<file path="src/rtl/systolic_pkg.sv">
// Shared types and width helpers for the systolic result collector.
package systolic_pkg;

  typedef enum logic [1:0] {
    EMPTY    = 2'd0,
    FILLING  = 2'd1,
    FULL     = 2'd2,
    DRAINING = 2'd3
  } bank_state_t;

  function automatic int row_w(input int n_size, input int datawidth);
    return n_size * 2 * datawidth;
  endfunction

  function automatic int idx_w(input int n_size);
    return (n_size > 1) ? $clog2(n_size) : 1;
  endfunction

  // MSB position of element k in a row; column 0 occupies the top bits.
  function automatic int elem_msb(input int k, input int n_size, input int datawidth);
    return (n_size - k) * 2 * datawidth - 1;
  endfunction

endpackage

</file>
<file path="src/rtl/collector_bank.sv">
// One matrix bank: row register file with a single write port and a registered read port.
module collector_bank
  import systolic_pkg::*;
#(
  parameter int ROW_W = 160,
  parameter int DEPTH = 5,
  parameter int AW    = 3
) (
  input  logic             clk,
  input  logic             we,
  input  logic [AW-1:0]    waddr,
  input  logic [ROW_W-1:0] wdata,
  input  logic [AW-1:0]    raddr,
  output logic [ROW_W-1:0] rdata
);

  logic [ROW_W-1:0] mem_r [DEPTH];

  // Row storage write port.
  always_ff @(posedge clk) begin
    if (we) begin
      mem_r[waddr] <= wdata;
    end
  end

  // Registered read; a same-cycle write to the addressed row is forwarded.
  always_ff @(posedge clk) begin
    rdata <= (we && (waddr == raddr)) ? wdata : mem_r[raddr];
  end

endmodule

</file>
<file path="src/rtl/systolic_result_collector.sv">
// Reassembles descending-order result rows into N x N matrices (two banks) and
// replays each matrix row 0..N-1 on a valid/ready stream.
module systolic_result_collector
  import systolic_pkg::*;
#(
  parameter int DATAWIDTH = 16,
  parameter int N_SIZE    = 5
) (
  input  logic                                 clk,
  input  logic                                 rst,
  input  logic                                 valid_in,
  input  logic [row_w(N_SIZE, DATAWIDTH)-1:0]  row_in,
  output logic                                 out_valid,
  input  logic                                 out_ready,
  output logic [row_w(N_SIZE, DATAWIDTH)-1:0]  out_data,
  output logic [idx_w(N_SIZE)-1:0]             out_row,
  output logic                                 out_last,
  output logic                                 overflow_err,
  output logic [15:0]                          matrix_count
);

  localparam int ROW_W = row_w(N_SIZE, DATAWIDTH);
  localparam int IDX_W = idx_w(N_SIZE);
  localparam logic [IDX_W-1:0] LAST_ROW = IDX_W'(N_SIZE - 1);

  bank_state_t      state_r [2];
  bank_state_t      state_n [2];
  logic             wr_ptr_r, rd_ptr_r, rd_ptr_n;
  logic [IDX_W-1:0] beat_cnt_r;
  logic             out_valid_r, out_last_r, overflow_r;
  logic [IDX_W-1:0] out_row_r;
  logic [ROW_W-1:0] out_data_r;
  logic [15:0]      matrix_count_r;

  logic             wr_open_s, accept_s, drop_s, fill_done_s, hs_s, last_hs_s;
  logic             valid_n, last_n;
  logic [IDX_W-1:0] row_n;
  logic [ROW_W-1:0] data_n;
  logic [1:0]       we_s;
  logic [IDX_W-1:0] waddr_s;
  logic [IDX_W-1:0] raddr_s [2];
  logic [ROW_W-1:0] rdata_s [2];

  for (genvar g = 0; g < 2; g++) begin : g_bank
    collector_bank #(
      .ROW_W(ROW_W),
      .DEPTH(N_SIZE),
      .AW   (IDX_W)
    ) u_bank (
      .clk  (clk),
      .we   (we_s[g]),
      .waddr(waddr_s),
      .wdata(row_in),
      .raddr(raddr_s[g]),
      .rdata(rdata_s[g])
    );
  end

  // Capture/drain decisions, bank state transitions and next output row.
  always_comb begin
    wr_open_s   = (state_r[wr_ptr_r] == EMPTY) || (state_r[wr_ptr_r] == FILLING);
    accept_s    = valid_in && wr_open_s;
    drop_s      = valid_in && !wr_open_s;
    fill_done_s = accept_s && (beat_cnt_r == LAST_ROW);
    hs_s        = out_valid_r && out_ready;
    last_hs_s   = hs_s && out_last_r;
    rd_ptr_n    = rd_ptr_r ^ last_hs_s;
    waddr_s     = LAST_ROW - beat_cnt_r;
    we_s        = 2'b00;
    valid_n     = out_valid_r;
    row_n       = out_row_r;
    data_n      = out_data_r;
    state_n     = state_r;

    // The bank being written and the bank finishing a drain are never the same.
    for (int b = 0; b < 2; b++) begin
      if (accept_s && (wr_ptr_r == 1'(b))) begin
        we_s[b]    = 1'b1;
        state_n[b] = fill_done_s ? FULL : FILLING;
      end else if (last_hs_s && (rd_ptr_r == 1'(b))) begin
        we_s[b]    = 1'b0;
        state_n[b] = EMPTY;
      end else begin
        we_s[b]    = 1'b0;
        state_n[b] = state_r[b];
      end
    end

    if (hs_s && !out_last_r) begin
      valid_n = 1'b1;
      row_n   = out_row_r + IDX_W'(1);
      data_n  = rdata_s[rd_ptr_r];
    end else if (out_valid_r && !hs_s) begin
      valid_n = 1'b1;
    end else if (state_r[rd_ptr_n] == FULL) begin
      valid_n           = 1'b1;
      row_n             = '0;
      data_n            = rdata_s[rd_ptr_n];
      state_n[rd_ptr_n] = DRAINING;
    end else if (fill_done_s && (wr_ptr_r == rd_ptr_n)) begin
      // Row 0 is the final beat, so it goes straight to the output register.
      valid_n           = 1'b1;
      row_n             = '0;
      data_n            = row_in;
      state_n[rd_ptr_n] = DRAINING;
    end else begin
      valid_n = 1'b0;
      row_n   = '0;
      data_n  = out_data_r;
    end
    last_n = valid_n && (row_n == LAST_ROW);

    // The bank shown next prefetches the following row; the other bank holds row 0.
    for (int b = 0; b < 2; b++) begin
      raddr_s[b] = (valid_n && (rd_ptr_n == 1'(b)) && (row_n != LAST_ROW)) ?
                   (row_n + IDX_W'(1)) : '0;
    end
  end

  // State, pointer, counter and output registers.
  always_ff @(posedge clk) begin
    if (rst) begin
      state_r[0]     <= EMPTY;
      state_r[1]     <= EMPTY;
      wr_ptr_r       <= 1'b0;
      rd_ptr_r       <= 1'b0;
      beat_cnt_r     <= '0;
      out_valid_r    <= 1'b0;
      out_last_r     <= 1'b0;
      out_row_r      <= '0;
      out_data_r     <= '0;
      overflow_r     <= 1'b0;
      matrix_count_r <= 16'd0;
    end else begin
      state_r        <= state_n;
      wr_ptr_r       <= wr_ptr_r ^ fill_done_s;
      rd_ptr_r       <= rd_ptr_n;
      beat_cnt_r     <= fill_done_s ? '0 : (accept_s ? beat_cnt_r + IDX_W'(1) : beat_cnt_r);
      out_valid_r    <= valid_n;
      out_last_r     <= last_n;
      out_row_r      <= row_n;
      out_data_r     <= data_n;
      overflow_r     <= overflow_r | drop_s;
      matrix_count_r <= matrix_count_r + 16'(last_hs_s);
    end
  end

  assign out_valid    = out_valid_r;
  assign out_last     = out_last_r;
  assign out_row      = out_row_r;
  assign out_data     = out_data_r;
  assign overflow_err = overflow_r;
  assign matrix_count = matrix_count_r;

endmodule

</file>
<file path="config.mk">
export PLATFORM = sky130hd
export DESIGN_NAME = systolic_result_collector
export DESIGN_NICKNAME = d
export VERILOG_FILES = /design/src/rtl/systolic_pkg.sv /design/src/rtl/collector_bank.sv /design/src/rtl/systolic_result_collector.sv
export SDC_FILE = /design/constraint.sdc
export NUM_CORES = 2
export LEC_CHECK = 0
export ABC_CLOCK_PERIOD_IN_PS = 18500
export CAP_MARGIN = 15
export CORE_MARGIN = 10
export CORE_UTILIZATION = 50
export DETAILED_ROUTE_END_ITERATION = 7
export GPL_TIMING_DRIVEN = 0
export HOLD_SLACK_MARGIN = 0.1
export PLACE_DENSITY = 0.7
export SYNTH_ARGS = -nofsm -noshare
export SYNTH_HDL_FRONTEND = slang
export SYNTH_SLANG_ARGS = --single-unit
</file>
<file path="constraint.sdc">
create_clock -name clk -period 18.5 [get_ports clk]
set_clock_uncertainty 0.05 [all_clocks]
set_input_delay 1.85 -clock clk [delete_from_list [all_inputs] [get_ports clk]]
set_output_delay 1.85 -clock clk [all_outputs]
set_load 0.05 [all_outputs]
</file>
==> flow_summary.ini <==
[pwr]
switchingPower_mw = 1.75
sw_frac_of_total_pct = 20.8
power_density_nw_per_um2 = 96.7
power_frac_comb_pct = 3.6
power_frac_seq_pct = 53.7
pwr-share-clk_pct = 42.6
ir_drop_mv = 0.0749
internal_power_mw = 6.65
p_leak_nw = 28.0
total_power_mw = 8.39

[global_route]
grt_max_degree = 30
grtUsageTotal_pct = 25.1
grt_pass1_vias = 46900
antenna_found_initial = 49
grt_pass1_wl_mm = 308
overflow = 0

[synthesis]
ys_warn_count = 0
syn-num-nets = 5023
synth_edf_count = 1600
synth_area_per_cell_um2 = 15.1
synth_cells = 4851
async_flop_share_pct = 0
ys_seq_elements = 1797
ys.flop_type = edfxtp_1
synth_cell_types = 53
netlist_area_um2 = 73400
synth.yosys.seq_area_share_pct = 70.8

[sta]
layout_setup_ws_ns = 13.85
relSlewSlack_pct = 25.3
finalCritPeriodShare_pct = 25.1
worst-slew-pin-transition_ns = 1.12
min_period_ns = 4.65
fin_setup_tns_ns = 0
rsz0062_at_grt = false
finalSetupViolCount = 0
drv_slew = 0
finalHoldViolations = 0
fmax_ghz = 0.215

[detailed_routing]
wl_mm = 210
drt_iter0_drc = 5411
antenna_left = 0
wire_per_inst_um = 27.6
vias_per_cell = 6.18
drc = 0
vias = 46900
firstDrtPassIters = 7

[clock_tree]
clockBufferDepth = 3
root_buffer = clkbuf_16
cts_resized = 0
clkTransAtPathRegs_ns = 0.06
clock_sinks = 1797
cts_setup_buffers = 0
ctsHoldBuffers = 0
cts_buffers = 178
htree_levels = 4
worstSkewPairLatency_ns = 0.83
cts_tree = built

[critical_path]
crit_top_cell = buf_4
cp_num_buf_inv = 9
crit_path_end_kind = flip-flop
critPathKind = in2reg
critical_path.top_delay_family = buffers and inverters
cp.required_ns = 18.97
slowest_stage = clkdlybuf4s50_1
arrival_ns = 5.12
cp_slowest_stage_delay_ns = 0.65
worstPathMaxFanout = 7
path_cells = clkdlybuf4s50_1 > nand2_1 > nor4_2 > buf_4 > buf_4 > buf_4 > buf_4 > buf_4 > buf_4 > buf_6 > buf_4
cp-start-kind = primary input

[place]
port_buffers = 344
hpwl_mm = 138
place_area_um2 = 81000
pre_cts_ws_ns = 13.09
gp_congestion = 0.875

[run]
drv_cap = 0

[final_layout]
final_area_um2 = 86800
syn_to_final_growth_pct = 18.2
drive_gt1_share_pct = 16.2
nNetsFinal = 5662

[die]
pin_count = 346
fp.dieArea_um2 = 163000
start_util_pct = 50.4
chipHeight_um = 403
coreArea_um2 = 146000
rows = 140
die_w_um = 403

[run_status]
status = finished, final reports clean

[worst_hold_path]
min_path_type = reg2reg
[layer usage]
layer / wire (µm) / GRT usage, % / vias to the layer above
met2: 98700 / 40.1 / 2676
met5: 184 / 0 / -
li1: - / - / 20300
met1: 80500 / 32.4 / 23400
met3: 20500 / 5.90 / 492
met4: 9650 / 11.9 / 26
[registers in the layout, indices dropped and copies added, names as in the netlist, named ones only]
| name | flops |
|---|---|
| out_data | 160 |
| rd_ptr_r | 1 |
| state_r | 4 |
| wr_ptr_r | 1 |
| beat_cnt_r | 3 |
| out_valid | 1 |
| g_bank.u_bank.mem_r | 1600 |
| overflow_err | 1 |
| out_row | 3 |
| out_last | 1 |
| matrix_count | 16 |
[power by group through the flow]
stage / logic [mW] / clock network [mW] / registers [mW]
global route: 0.328 / 3.78 / 4.51
finish: 0.304 / 3.58 / 4.51
floorplan: 0.122 / 0 / 4.63
global placement: 0.269 / 0 / 4.64
CTS: 0.303 / 3.62 / 4.51
detailed placement: 0.302 / 0 / 4.60
[cells in the mapped netlist (8+ instances only)]
library cell,number,share of area (%)
nor2_1,355,1.8
a311oi_1,25,0.30
inv_1,147,0.75
buf_1,36,0.18
mux4_2,135,4.1
o22ai_1,135,1.1
clkbuf_1,235,1.2
a222oi_1,28,0.38
a211oi_1,135,1.4
a31oi_1,137,1.2
o21ai_0,144,0.98
mux2i_1,229,3.1
nand3_1,146,0.99
a21oi_1,148,1.0
buf_2,83,0.57
o221ai_1,181,2.2
xor2_1,8,0.095
nor3_1,29,0.20
mux2_2,279,4.3
or4_1,23,0.24
dfxtp_1,197,5.4
ha_1,8,0.14
nor2b_1,145,1.2
nand2_1,200,1.0
edfxtp_1,1600,65
[worst paths after layout]
kind / startpoint / to / slack, ns / cells past startpoint
worst max-delay path: valid_in / g_bank[0].u_bank.mem_r[0][117]$_DFFE_PP_ / 13.85 / 11
worst min-delay path: beat_cnt_r[2]$_SDFFE_PP0N_ / beat_cnt_r[2]$_SDFFE_PP0N_ / 0.45 / 2
worst max register to register: beat_cnt_r[0]$_SDFFE_PP0N_ / g_bank[0].u_bank.mem_r[0][117]$_DFFE_PP_ / 14.68 / 12
worst min register to register: beat_cnt_r[2]$_SDFFE_PP0N_ / beat_cnt_r[2]$_SDFFE_PP0N_ / 0.45 / 2
[cell families after synthesis]
family / Yosys count / share of synthesized area (%)
flip-flops: 1797 / 70.8
adder cells (fa/ha/maj): 8 / 0.136
AO/OA/AOI/OAI: 948 / 8.70
multiplexers: 645 / 11.6
AND/OR/NAND/NOR: 932 / 5.82
buffers and inverters: 507 / 2.76
XOR/XNOR: 14 / 0.203
[tightest hold or removal path, cell delays in order, from the launching register on]
cell and delay, ns:
dfxtp_1 0.32, o21ai_0 0.07, a21oi_1 0.06
[cell usage in the layout (no fill, tap or decap), types with 6 or more instances in the layout]
| cell type | count |
|---|---|
| nand3_1 | 146 |
| nor3_1 | 29 |
| ha_1 | 8 |
| clkbuf_16 | 180 |
| nand2_1 | 200 |
| clkdlybuf4s50_1 | 344 |
| clkbuf_8 | 23 |
| nand2b_1 | 6 |
| a222oi_1 | 28 |
| a31oi_1 | 137 |
| o22ai_1 | 135 |
| a311oi_1 | 25 |
| a211oi_1 | 135 |
| o221ai_1 | 181 |
| clkinv_2 | 35 |
| buf_2 | 83 |
| diode_2 | 25 |
| nor2_4 | 9 |
| buf_4 | 59 |
| dfxtp_1 | 197 |
| edfxtp_1 | 1600 |
| or4_1 | 23 |
| inv_1 | 147 |
| mux2_2 | 279 |
| buf_12 | 49 |
| clkinv_1 | 17 |
| a21oi_1 | 148 |
| xor2_1 | 8 |
| mux4_2 | 135 |
| bufinv_16 | 11 |
| clkbuf_2 | 9 |
| o21ai_0 | 144 |
| mux2i_1 | 229 |
| nor2_1 | 346 |
| clkbuf_1 | 277 |
| or3_1 | 6 |
| nor2b_1 | 145 |
| buf_1 | 36 |
| o211ai_1 | 6 |
[cell type report]
type	count	area (µm²)
Timing Repair Buffer	459	5060
Fill cell	10800	58900
Tap cell	1917	2400
Antenna cell	25	62.6
Inverter	147	552
Sequential cell	1797	52000
Multi-Input combinational cell	2547	19500
Clock buffer	254	5010
Clock inverter	80	773
Buffer	360	1490
[per-stage QoR]
| step | util [%] | hold WS (ns) | instances |
|---|---|---|---|
| final | 59.6 | 0.447 | 7586 |
| after global routing | 59.6 | 0.472 | 7575 |
| after CTS | 59.5 | 0.443 | 7561 |
| after detailed placement | 55.6 | 0.433 | 7227 |
| after global placement | 54.4 | 0.427 | 7112 |
| after floorplan | - | 0.412 | 4851 |
No activity file was read; power rests on OpenSTA's default activity.
